$ cat config.mk
export PLATFORM = sky130hd
export DESIGN_NAME = modbus_frame_rx
export DESIGN_NICKNAME = d
export VERILOG_FILES = /design/src/rtl/modbus_frame_rx.sv
export SDC_FILE = /design/constraint.sdc
export NUM_CORES = 1
export LEC_CHECK = 0
export ABC_AREA = 1
export BUFFER_PORTS_ARGS = -buffer_cell sky130_fd_sc_hd__buf_2
export CAP_MARGIN = 30
export CORE_ASPECT_RATIO = 0.75
export CORE_MARGIN = 4
export CORE_UTILIZATION = 30
export DETAILED_ROUTE_END_ITERATION = 7
export SYNTH_ARGS = -nofsm -noshare
export SYNTH_HDL_FRONTEND = slang
export SYNTH_SLANG_ARGS = --single-unit
$ cat constraint.sdc
create_clock -name clk_in -period 5.7 [get_ports clk_in]
set_clock_uncertainty 0.1 [all_clocks]
set_input_delay 0.57 -clock clk_in [delete_from_list [all_inputs] [get_ports clk_in]]
set_output_delay 0.57 -clock clk_in [all_outputs]
set_load 0.01 [all_outputs]
$ cat src/rtl/modbus_frame_rx.sv
// -----------------------------------------------------------------------------
// modbus_frame_rx
//   Modbus RTU request-frame receiver. Bytes from the UART byte receiver are
//   grouped into frames by line silence (t1.5 / t3.5). A completed frame is
//   checked for length, inter-byte gap, CRC-16 and slave address. An accepted
//   8-byte request pulses frame_valid and presents its decoded fields.
//
// Parameters
//   CLK_FREQ      system clock in Hz
//   BAUD_RATE     line rate in bit/s
//
// Ports
//   clk_in        system clock
//   rst_n_in      asynchronous active-low reset
//   rx_data       received byte, valid while rx_done is high
//   rx_done       one-cycle pulse per received byte
//   rx_inhibit    high while our own transmitter drives the bus
//   dev_addr      this slave's address
//   frame_valid   one-cycle pulse, frame accepted
//   rx_func_code  byte 1 of the last accepted frame
//   rx_reg_addr   bytes 2..3 of the last accepted frame, big-endian
//   rx_reg_data   bytes 4..5 of the last accepted frame, big-endian
//   frame_err     one-cycle pulse, frame rejected
//   err_code      1 = length, 2 = gap, 3 = CRC; held after frame_err
//   rx_busy       high while a frame is being received or checked
// -----------------------------------------------------------------------------
module modbus_frame_rx #(
  parameter int CLK_FREQ  = 50000000,
  parameter int BAUD_RATE = 9600
) (
  input  logic        clk_in,
  input  logic        rst_n_in,
  input  logic [7:0]  rx_data,
  input  logic        rx_done,
  input  logic        rx_inhibit,
  input  logic [7:0]  dev_addr,
  output logic        frame_valid,
  output logic [7:0]  rx_func_code,
  output logic [15:0] rx_reg_addr,
  output logic [15:0] rx_reg_data,
  output logic        frame_err,
  output logic [1:0]  err_code,
  output logic        rx_busy
);

  localparam int          BPS_PARAM = CLK_FREQ / BAUD_RATE;
  localparam logic [23:0] T15       = 24'(15 * BPS_PARAM);
  localparam logic [23:0] T35       = 24'(35 * BPS_PARAM);

  localparam logic [1:0] ST_WAIT  = 2'd0;
  localparam logic [1:0] ST_IDLE  = 2'd1;
  localparam logic [1:0] ST_RECV  = 2'd2;
  localparam logic [1:0] ST_CHECK = 2'd3;

  localparam logic [1:0] ERR_LEN = 2'd1;
  localparam logic [1:0] ERR_GAP = 2'd2;
  localparam logic [1:0] ERR_CRC = 2'd3;

  localparam logic [3:0] FRAME_LEN = 4'd8;

  logic [1:0]  state;
  logic [23:0] sil_cnt;
  logic [3:0]  byte_cnt;
  logic        ovf;
  logic        gap;
  logic [15:0] crc;
  logic [3:0]  crc_bits;
  // Only the payload bytes are kept; the two CRC bytes matter solely
  // through their effect on the running CRC residual.
  logic [7:0]  frame_buf [0:5];

  assign rx_busy = (state == ST_RECV) || (state == ST_CHECK);

  // Line-silence timer. Any byte (accepted or not by the FSM) proves the
  // line is active; while we transmit ourselves the line is treated as busy.
  always_ff @(posedge clk_in or negedge rst_n_in) begin
    if (!rst_n_in) begin
      sil_cnt <= '0;
    end else if (rx_inhibit || rx_done) begin
      sil_cnt <= '0;
    end else if (sil_cnt < T35) begin
      sil_cnt <= sil_cnt + 24'd1;
    end
  end

  always_ff @(posedge clk_in or negedge rst_n_in) begin
    if (!rst_n_in) begin
      state        <= ST_WAIT;
      byte_cnt     <= '0;
      ovf          <= 1'b0;
      gap          <= 1'b0;
      crc          <= '0;
      crc_bits     <= '0;
      for (int i = 0; i < 6; i++) frame_buf[i] <= '0;
      frame_valid  <= 1'b0;
      frame_err    <= 1'b0;
      err_code     <= '0;
      rx_func_code <= '0;
      rx_reg_addr  <= '0;
      rx_reg_data  <= '0;
    end else begin
      frame_valid <= 1'b0;
      frame_err   <= 1'b0;

      // Bit-serial CRC: one shift per clock for eight clocks after each
      // byte is XORed in. A byte accept below overrides this and restarts.
      if (crc_bits != 4'd0) begin
        crc      <= crc[0] ? ((crc >> 1) ^ 16'hA001) : (crc >> 1);
        crc_bits <= crc_bits - 4'd1;
      end

      if (rx_inhibit) begin
        // Our own transmission is on the bus: drop any partial frame and
        // be ready for the master's next request as soon as the bus frees.
        state <= ST_IDLE;
      end else begin
        case (state)
          ST_WAIT: begin
            if (!rx_done && (sil_cnt == T35)) state <= ST_IDLE;
          end

          ST_IDLE: begin
            if (rx_done) begin
              frame_buf[0] <= rx_data;
              byte_cnt     <= 4'd1;
              ovf          <= 1'b0;
              gap          <= 1'b0;
              crc          <= 16'hFFFF ^ {8'h00, rx_data};
              crc_bits     <= 4'd8;
              state        <= ST_RECV;
            end
          end

          ST_RECV: begin
            // A byte takes priority over end-of-frame silence.
            if (rx_done) begin
              if (sil_cnt >= T15) gap <= 1'b1;
              if (byte_cnt == FRAME_LEN) begin
                ovf <= 1'b1;
              end else begin
                for (int i = 1; i < 6; i++) begin
                  if (byte_cnt == 4'(i)) frame_buf[i] <= rx_data;
                end
                byte_cnt <= byte_cnt + 4'd1;
                crc      <= crc ^ {8'h00, rx_data};
                crc_bits <= 4'd8;
              end
            end else if (sil_cnt == T35) begin
              state <= ST_CHECK;
            end
          end

          ST_CHECK: begin
            state <= ST_IDLE;
            if ((byte_cnt != FRAME_LEN) || ovf) begin
              frame_err <= 1'b1;
              err_code  <= ERR_LEN;
            end else if (gap) begin
              frame_err <= 1'b1;
              err_code  <= ERR_GAP;
            end else if (crc != 16'h0000) begin
              frame_err <= 1'b1;
              err_code  <= ERR_CRC;
            end else if (frame_buf[0] == dev_addr) begin
              // Frames for other slaves fall through silently.
              frame_valid  <= 1'b1;
              rx_func_code <= frame_buf[1];
              rx_reg_addr  <= {frame_buf[2], frame_buf[3]};
              rx_reg_data  <= {frame_buf[4], frame_buf[5]};
            end
          end

          default: state <= ST_WAIT;
        endcase
      end
    end
  end

endmodule

==> impl_metrics.toml, run 1 <==
[sta]
tns_ns = 0
fin_crit_sh_pct = 50.1
setup_violations = 0
max_freq_mhz = 350
slew_violations = 0
tightest_slew_ns = 0.934
slew-limit-headroom_pct = 37.5
finalCriticalPeriod_ns = 2.85
setup_slack_ns = 2.85
final_hold_viol_count = 0
grt_setup_unrepaired = "no"

[global_routing]
antenna_found_initial = 0
track_usage_pct = 14.4
grt_overflow_total = 0
grt_pass1_wl_um = 29600
grt_pass1_vias = 5572
grt_max_degree = 97

[final_layout]
area_delta_synth_final_pct = 18.1
fill_cells = 2296
layout-drive-gt1-share_pct = 12.5
multiInputGateArea_um2 = 2850
seq_area_um2 = 3600
antenna_cells = 0
final_net_count = 946

[power]
p_sw_share_pct = 32.4
power_density_nw_per_um2 = 399
p_seq_share_pct = 41.8
p_leak_nw = 4.20
p_int_w = 0.00220
irDropWorstVdd_v = 0.000212
pwr-share-clk_pct = 35.9
comb_power_share_pct = 22.3
power.switching_w = 0.00105

[clock_network]
htreeDepth = 4
clk_pin_slew_ns = 0.06
clockRootBuffer = "clkbuf_16"
cts_sinks = 144
cts_setup_buffers = 0
tritoncts = "yes"
clk_latency_ns = 0.43
hold_buffers = 1
cts_buffers = 17
cts_resized = 0
clock_path_buffers = 2

[synth]
synth_area_um2 = 6880
syn_nets = 884
synth-edff-count = 0
avgSynthCellArea_um2 = 8.09
synth_area_leader_cell = "dfrtp_1"
synth-main-ff-cell = "dfrtp_1"
seq_area_frac_synth_pct = 52.4
synth.top_cell.area_share_pct = 52.4
syn_inst = 851
ys_types = 32
ys_top_cells_by_count = "nand2_1 (246), dfrtp_1 (144), nor2_1 (96)"
synth.top_cells.by_area = "dfrtp_1 (52%), nand2_1 (13%), nand3_1 (5.9%)"
ys.warnings.count = 0
ys_seq_elements = 144
synthArstFlopShare_pct = 100
yosys.cell_count.top_type = "nand2_1"

[placed_design]
port-buffer-count = 64
dp_hpwl_um = 12200
place_congestion = 0.866
pre_cts_slack_ns = 2.76

[drt]
wirelength_um = 17500
drt_iter0_markers = 405
drc_errors = 0
via_per_inst = 4.67
ant_nets = 0
routedWlPerCell_um = 14.4
firstDrtPassIters = 5
vias = 5694

[die]
row_count = 47
start_util_pct = 30.9
pin_count = 65
core_area_um2 = 22300
die-height_um = 139
fp.dieW_um = 183
die_area_um2 = 25400

[worst_setup_path]
worstPathMaxFanout = 41
max_stage_delay_ns = 0.55
cp-end-kind = "flip-flop"
critical_path_required_ns = 5.92
cp_common_cell = "nand2_1"
crit_chain = "inv_1, ha_1, nand3_2, nor2_1, inv_2, nor2_2, buf_4, nand2_1, buf_4, nand2_1, nand2_1"
cp_slowest_cell = "nand2_1"
cp.arrival_ns = 3.07
path_delay_family = "simple AND/OR/NAND/NOR gates"
cp-start-kind = "flip-flop"
cp.buffers_inverters = 4
crit_type = "flip-flop to flip-flop"

[run_status]
status = "complete, no violations"

[worst_hold_path]
hold_path_class = "input port to flip-flop"

[run]
drv_cap = 0
## power groups by stage
| stage | Clock (W) | Combinational [W] | Sequential, W |
|---|---|---|---|
| floorplan | 0 | 0.000541 | 0.00134 |
| global placement | 0 | 0.000701 | 0.00137 |
| detailed placement | 0 | 0.000725 | 0.00137 |
| CTS | 0.00119 | 0.000732 | 0.00136 |
| global route | 0.00123 | 0.000852 | 0.00139 |
| finish | 0.00117 | 0.000723 | 0.00136 |
## layout make-up
type / count / share of cell area (%)
Timing Repair Buffer: 72 / 5.03
Tap cell: 294 / 4.53
Sequential cell: 144 / 44.3
Clock buffer: 18 / 5.28
Clock inverter: 13 / 2.19
Inverter: 78 / 3.60
Multi-Input combinational cell: 600 / 35.0
## flip-flops by register name (all words and copies together) (netlist names)
register      cells
frame_valid       1
state             2
ovf               1
crc_bits          4
rx_func_code      8
frame_buf        48
sil_cnt          24
byte_cnt          4
rx_reg_data      16
rx_reg_addr      16
frame_err         1
err_code          2
gap               1
crc              16
## through the flow
step,area (um2),std cells,utilization (%),power (W),hold WS [ns]
2_1_floorplan,6880,851,-,0.00188,0.174
3_3_place_gp,7480,1186,33.6,0.00207,0.355
3_5_place_dp,7510,1187,33.7,0.00210,0.287
4_1_cts,8130,1219,36.5,0.00328,0.319
5_1_grt,8130,1219,36.5,0.00347,0.339
6_report,8130,1219,36.5,0.00325,0.336
## layout by cell type (no fill, tap or decap), drive strengths merged, types with 4 or more instances in the layout
cell,instances
clkbuf,18
nor2,100
o221ai,5
a21oi,45
xor2,8
ha,13
dfrtp,144
nand3,82
nand4,13
nor3,6
o21ai,58
inv,83
xnor2,8
o211ai,4
buf,71
nand2,248
## per-layer routing
layer	up-vias	routed length, um	track usage [%]
met5	-	0	0
met4	0	102	3.41
met3	9	966	3.96
met2	139	7090	19.7
met1	2673	9390	22.5
li1	2873	-	-
## final timing paths
kind                                 from              to  slack (ns)  cells past startpoint
max in group asynchronous        rst_n_in    frame_buf[8]        3.83                      4
setup reg to reg              byte_cnt[0]  rx_reg_data[8]        2.85                     11
hold reg to reg            rx_reg_addr[2]  rx_reg_addr[2]        0.37                      2
setup / recovery              byte_cnt[0]  rx_reg_data[8]        2.85                     11
min in group asynchronous        rst_n_in   frame_buf[43]        0.41                      2
hold / removal                 rx_data[3]          crc[3]        0.34                      2
## logic make-up after synthesis
family                     share of synthesized area (%)
AOI/OAI and AO/OA                                   9.15
xor gates and xnor gates                            2.04
adders and majority gates                           2.36
buffers and inverters                               6.29
DFF                                                 52.4
and+or+nand+nor                                     27.8
(Power assumes the default switching activity.)
==> run 2: changes to the inputs <==
- clock period: 5.7 -> 2.5 ns (I/O delays scaled with it)
==> run 2 against run 1 <==
Against the previous run:
- sequential power rose by 130%
- routed wire length increased by 0.81%
- final cell count rose by 0.98%
- sequential share of layout area decreased by 0.62 points
- global-route usage shrank 0.12 points
- sequential cell count stayed put
- critical endpoint is now frame_buf[37]
- clock power increased by 130%
- highest routed layer unchanged
- critical path depth is 1 lower
- combinational power is 130% higher
- via count increased by 1.6%
- first-iteration DRC count up 41%
- hold slack lost 0.31 ns
==> impl_metrics.toml, run 2 (synthesized netlist as in run 1, its figures left out) <==
[die]
fp.dieW_um = 183
row_count = 47
die-height_um = 139
pin_count = 65
start_util_pct = 30.9
core_area_um2 = 22300
die_area_um2 = 25400

[clock_network]
clock_path_buffers = 2
cts_buffers = 17
clk_pin_slew_ns = 0.06
htreeDepth = 4
clk_latency_ns = 0.42
cts_sinks = 144
clockRootBuffer = "clkbuf_16"
tritoncts = "yes"
cts_resized = 0

[worst_setup_path]
reg2reg_slack_ns = 0.37
worstPathMaxFanout = 16
critical_path_required_ns = 2.75
cp-start-kind = "flip-flop"
cp.arrival_ns = 2.37
crit_type = "flip-flop to flip-flop"
cp-end-kind = "flip-flop"

[global_routing]
grt_max_degree = 65
grt_pass1_vias = 5374
antenna_found_initial = 0
track_usage_pct = 14.3
grt_pass1_wl_um = 29100
grt_overflow_total = 0

[power]
p_leak_nw = 4.26
power_density_nw_per_um2 = 910
power_w = 0.00750
irDropWorstVdd_v = 0.000502

[final_layout]
top_register = "frame_buf"
reg_top3 = "frame_buf (48), sil_cnt (24)"
final_net_count = 957
final_cell_mix = "nand2_1 (246), dfrtp_1 (144), nor2_1 (94), nand3_1 (81), inv_1 (74)"
final_common_cell = "nand2_1"
fin_area_um2 = 8240
antenna_cells = 0
area_delta_synth_final_pct = 19.8
layout-drive-gt1-share_pct = 13.4
fill_cells = 2314
largest_register_ffs = 48

[placed_design]
dpl_cell_area_um2 = 7580
dp_hpwl_um = 12700
place_congestion = 0.900
port-buffer-count = 64

[run]
drv_cap = 0

[drt]
drt_iter0_markers = 572
vias = 5786
firstDrtPassIters = 5
via_per_inst = 4.70
ant_nets = 0
wirelength_um = 17700
drc_errors = 0
routedWlPerCell_um = 14.4

[sta]
slew-limit-headroom_pct = 57.3
setup_violations = 0
slew_violations = 0
grt_setup_unrepaired = "no"
fin_crit_sh_pct = 85.0
max_freq_mhz = 470
hold_slack_ns = 0.0234
final_hold_viol_count = 0
tightest_slew_ns = 0.640
finalCriticalPeriod_ns = 2.13
tns_ns = 0

[run_status]
status = "complete, no violations"

[worst_hold_path]
hold_path_class = "input port to flip-flop"
-- run 2: cell types whose count changed in the layout (fill, tap and decap cells not counted), sizes merged --
cell         delta
clkinvlp        +2
clkinv          +1
dlygate4sd3     +3
inv             -3
bufinv          +1
buf             +8
-- run 2: stage by stage --
| stage | setup slack [ns] | utilization [%] | instances |
|---|---|---|---|
| 5_1_grt | 0.143 | 37.0 | 1231 |
| 6_report | 0.374 | 37.0 | 1231 |
| 4_1_cts | 0.395 | 37.0 | 1231 |
| 3_5_place_dp | 0.383 | 34.0 | 1195 |
| 3_3_place_gp | 0.446 | 34.0 | 1195 |
| 2_1_floorplan | 0.695 | - | 851 |
-- run 2: what timing repair did --
action | CTS | global route
buffers inserted | 0 | 0
hold buffers | 4 | 0
hold endpoints to repair | 63 | 0
-- run 2: layout make-up --
cell class,count,area [um2],area share [%]
Tap cell,294,368,4.46
Clock buffer,18,439,5.33
Timing Repair Buffer,83,504,6.12
Sequential cell,144,3600,43.7
Multi-Input combinational cell,600,2850,34.6
Inverter,78,293,3.55
Clock inverter,14,188,2.28
-- run 2: path summary, 6_finish.rpt --
| check | from | depth (start not counted) | end |
|---|---|---|---|
| min reg2reg | rx_func_code[7] | 2 | rx_func_code[7] |
| min in group asynchronous | rst_n_in | 2 | frame_buf[46] |
| max | state[0] | 10 | frame_buf[37] |
| min | rx_data[6] | 2 | crc[6] |
| max reg2reg | state[0] | 10 | frame_buf[37] |
| max in group asynchronous | rst_n_in | 3 | rx_reg_data[8] |
-- run 2: where the power goes --
group | leakage (nW) | switching, W | internal, W
Clock | 0.299 | 0.00103 | 0.00169
Combinational | 2.03 | 0.00104 | 0.000639
Sequential | 1.94 | 0.000311 | 0.00279
Total | 4.26 | 0.00238 | 0.00512
-- run 2: worst max-delay path: stages (launching register included) --
cell and delay [ns]:
dfrtp_1 0.44, inv_1 0.12, ha_1 0.25, nand2_1 0.09, inv_1 0.07, nand2_2 0.07
nor2_4 0.17, inv_2 0.18, nor2_4 0.33, nor2_1 0.08, a21oi_1 0.12
-- run 2: metal layers --
| metal | global-route usage [%] | vias to the layer above | share of wire (%) |
|---|---|---|---|
| met2 | 19.2 | 151 | 41 |
| met5 | 0 | - | 0 |
| li1 | - | 2891 | - |
| met3 | 3.99 | 16 | 5.9 |
| met1 | 22.5 | 2728 | 53 |
| met4 | 3.41 | 0 | 0.90 |
==> run 3: changes to the inputs <==
- ABC_AREA: 1 -> 0
==> run 3 against run 2 <==
Against the previous run:
- sequential power fell by 5%
- synthesized cell count is 38% lower
- first-iteration DRC count shrank 57%
- area after synthesis shrank 6.4%
- non-clock buffer count rose by 7
- routed wire length is 16% lower
- final area is 4.1% lower
- via count is 23% lower
- sequential cell count unchanged
- total power shrank 9.3%
- die area down 6.1%
- utilization increased by 0.43 points
- largest cell class unchanged
==> impl_metrics.toml, run 3 <==
[die]
start_util_pct = 30.5
die_area_um2 = 23900
core_area_um2 = 21100
die-height_um = 135
pin_count = 65
fp.dieW_um = 177
row_count = 46

[power]
power_w = 0.00680
power_density_nw_per_um2 = 860
p_leak_nw = 3.73
irDropWorstVdd_v = 0.000511

[synth]
synth_top_family_by_area = "multiplexers"
syn_inst = 524
synth.top_cell.area_share_pct = 56.0
ys_top_cells_by_count = "dfrtp_1 (144), mux2_2 (88), a21oi_1 (26)"
syn_nets = 557
synth_compound_area_share_pct = 9.04
synth.top_cells.by_area = "dfrtp_1 (56%), mux2_2 (15%), ha_1 (2.5%)"
muxShareOfSynthArea_pct = 16.5
synth_xor_xnor_area_share_pct = 1.77
yosys.cell_count.top_type = "dfrtp_1"
ys.warnings.count = 0
ys_types = 50
synthArstFlopShare_pct = 100
ys_seq_elements = 144
avgSynthCellArea_um2 = 12.3
synth_area_leader_cell = "dfrtp_1"
synth-main-ff-cell = "dfrtp_1"
synth-edff-count = 0
seq_area_frac_synth_pct = 56.0
synthSimpleGateAreaFrac_pct = 11.8
yosys.area_share.adder_pct = 2.53
synth_area_um2 = 6440

[global_routing]
track_usage_pct = 12.9
grt_pass1_vias = 4412
grt_overflow_total = 0
antenna_found_initial = 2
grt_max_degree = 57
grt_pass1_wl_um = 24400

[worst_setup_path]
worstPathMaxFanout = 20
cp-end-kind = "flip-flop"
crit_type = "flip-flop to flip-flop"
cp.arrival_ns = 2.60
cp-start-kind = "flip-flop"
critical_path_required_ns = 2.70

[drt]
drc_errors = 0
via_per_inst = 4.84
firstDrtPassIters = 4
ant_nets = 0
wirelength_um = 14900
maxUsedRoutingLayer = "met5"
met1_length_um = 7540
routedWlPerCell_um = 16.3
route.met3.wl_um = 715
vias = 4436
met2WireLength_um = 6350
drt_iter0_markers = 246

[sta]
grt_setup_unrepaired = "no"
tightest_slew_ns = 0.891
max_freq_mhz = 417
slew_violations = 0
tns_ns = 0
final_hold_viol_count = 0
fin_crit_sh_pct = 95.8
slew-limit-headroom_pct = 40.1
hold_slack_ns = 0.0595
finalCriticalPeriod_ns = 2.40
setup_violations = 0

[final_layout]
final_net_count = 647
final_common_cell = "dfrtp_1"
area_delta_synth_final_pct = 22.8
top_register = "frame_buf"
largest_register_ffs = 48
final_cell_mix = "dfrtp_1 (142), mux2_2 (88), buf_2 (63), a21oi_1 (26), nor2_1 (23)"
layout-drive-gt1-share_pct = 35.7
reg_top3 = "frame_buf (48), sil_cnt (24)"

[clock_network]
htreeDepth = 4
cts_sinks = 144
cts_buffers = 17
clk_latency_ns = 0.42
clockRootBuffer = "clkbuf_16"
clk_pin_slew_ns = 0.06
tritoncts = "yes"
clock_path_buffers = 2

[worst_hold_path]
hold_path_class = "input port to flip-flop"

[run_status]
status = "complete, no violations"

[run]
drv_cap = 0

[placed_design]
dp_hpwl_um = 10300
port-buffer-count = 64
place_congestion = 0.792
-- run 3: cell count changes after synthesis, sizes merged, moves of 19 or more --
cell   change
nand3     -66
nand2    -228
a21oi     -19
inv       -61
mux2      +89
o21ai     -41
nor2      -76
-- run 3: timing repair --
action / in CTS / in global routing
endpoints found under the hold margin: 52 / 0
endpoints found under the setup margin: 0 / 41
buffers inserted: 0 / 3
hold buffers: 1 / 0
gates resized for setup: 0 / 12
-- run 3: per-stage QoR --
stage	instance area [um2]	util [%]	std cells	setup slack, ns
3_3_place_gp	7220	34.2	878	0.0914
4_1_cts	7830	37.1	911	0.0271
2_1_floorplan	6440	-	524	0.299
5_1_grt	7900	37.4	915	0.00654
6_report	7900	37.4	916	0.105
3_5_place_dp	7220	34.2	878	0.0443
-- run 3: cell type report --
type / count / area [um2]
fill: 2084 / 13200
clock inverter: 14 / 154
sequential: 144 / 3610
tap: 288 / 360
antenna: 1 / 2.50
inverter: 17 / 63.8
multi-input combinational: 344 / 2720
clock buffer: 18 / 439
timing repair buffer: 90 / 562
-- run 3: final timing paths --
kind | start | to | slack (ns) | cells past startpoint
setup / recovery | byte_cnt[0] | rx_reg_addr[14] | 0.10 | 9
hold / removal | rx_inhibit | state[0] | 0.06 | 2
setup reg to reg | byte_cnt[0] | rx_reg_addr[14] | 0.10 | 9
hold reg to reg | sil_cnt[23] | sil_cnt[23] | 0.38 | 1
max in group asynchronous | rst_n_in | frame_buf[0] | 1.35 | 3
min in group asynchronous | rst_n_in | frame_valid | 0.25 | 2
-- run 3: cells by family (layout without fill, tap and decap cells) --
| kind of cell | after synthesis | in the layout |
|---|---|---|
| buffers and inverters | 36 | 139 |
| other | 0 | 1 |
| and+or+nand+nor | 137 | 137 |
| AOI/OAI and AO/OA | 86 | 86 |
| adders and majority gates | 13 | 13 |
| DFF | 144 | 144 |
| xor gates and xnor gates | 13 | 13 |
| muxes | 95 | 95 |
-- run 3: power breakdown --
part,internal (W),leakage (nW),switching [W],total [W]
sequential,0.00267,1.94,0.000259,0.00293
combinational,0.000642,1.50,0.000697,0.00134
clock,0.00151,0.289,0.00102,0.00253
-- run 3: layer usage --
layer | vias up | GRT usage [%]
li1 | 2120 | -
met1 | 2209 | 19.2
met2 | 79 | 17.8
met3 | 24 | 3.67
met4 | 4 | 4.90
met5 | - | 0
-- run 3: worst max-delay path, cell delays in order, from the launching register on --
cell      delay (ns)
dfrtp_2         0.44
inv_2           0.10
ha_2            0.20
nand3b_1        0.12
nor2_2          0.18
nand3_2         0.10
nor4_4          0.27
buf_4           0.18
buf_8           0.21
mux2_2          0.35
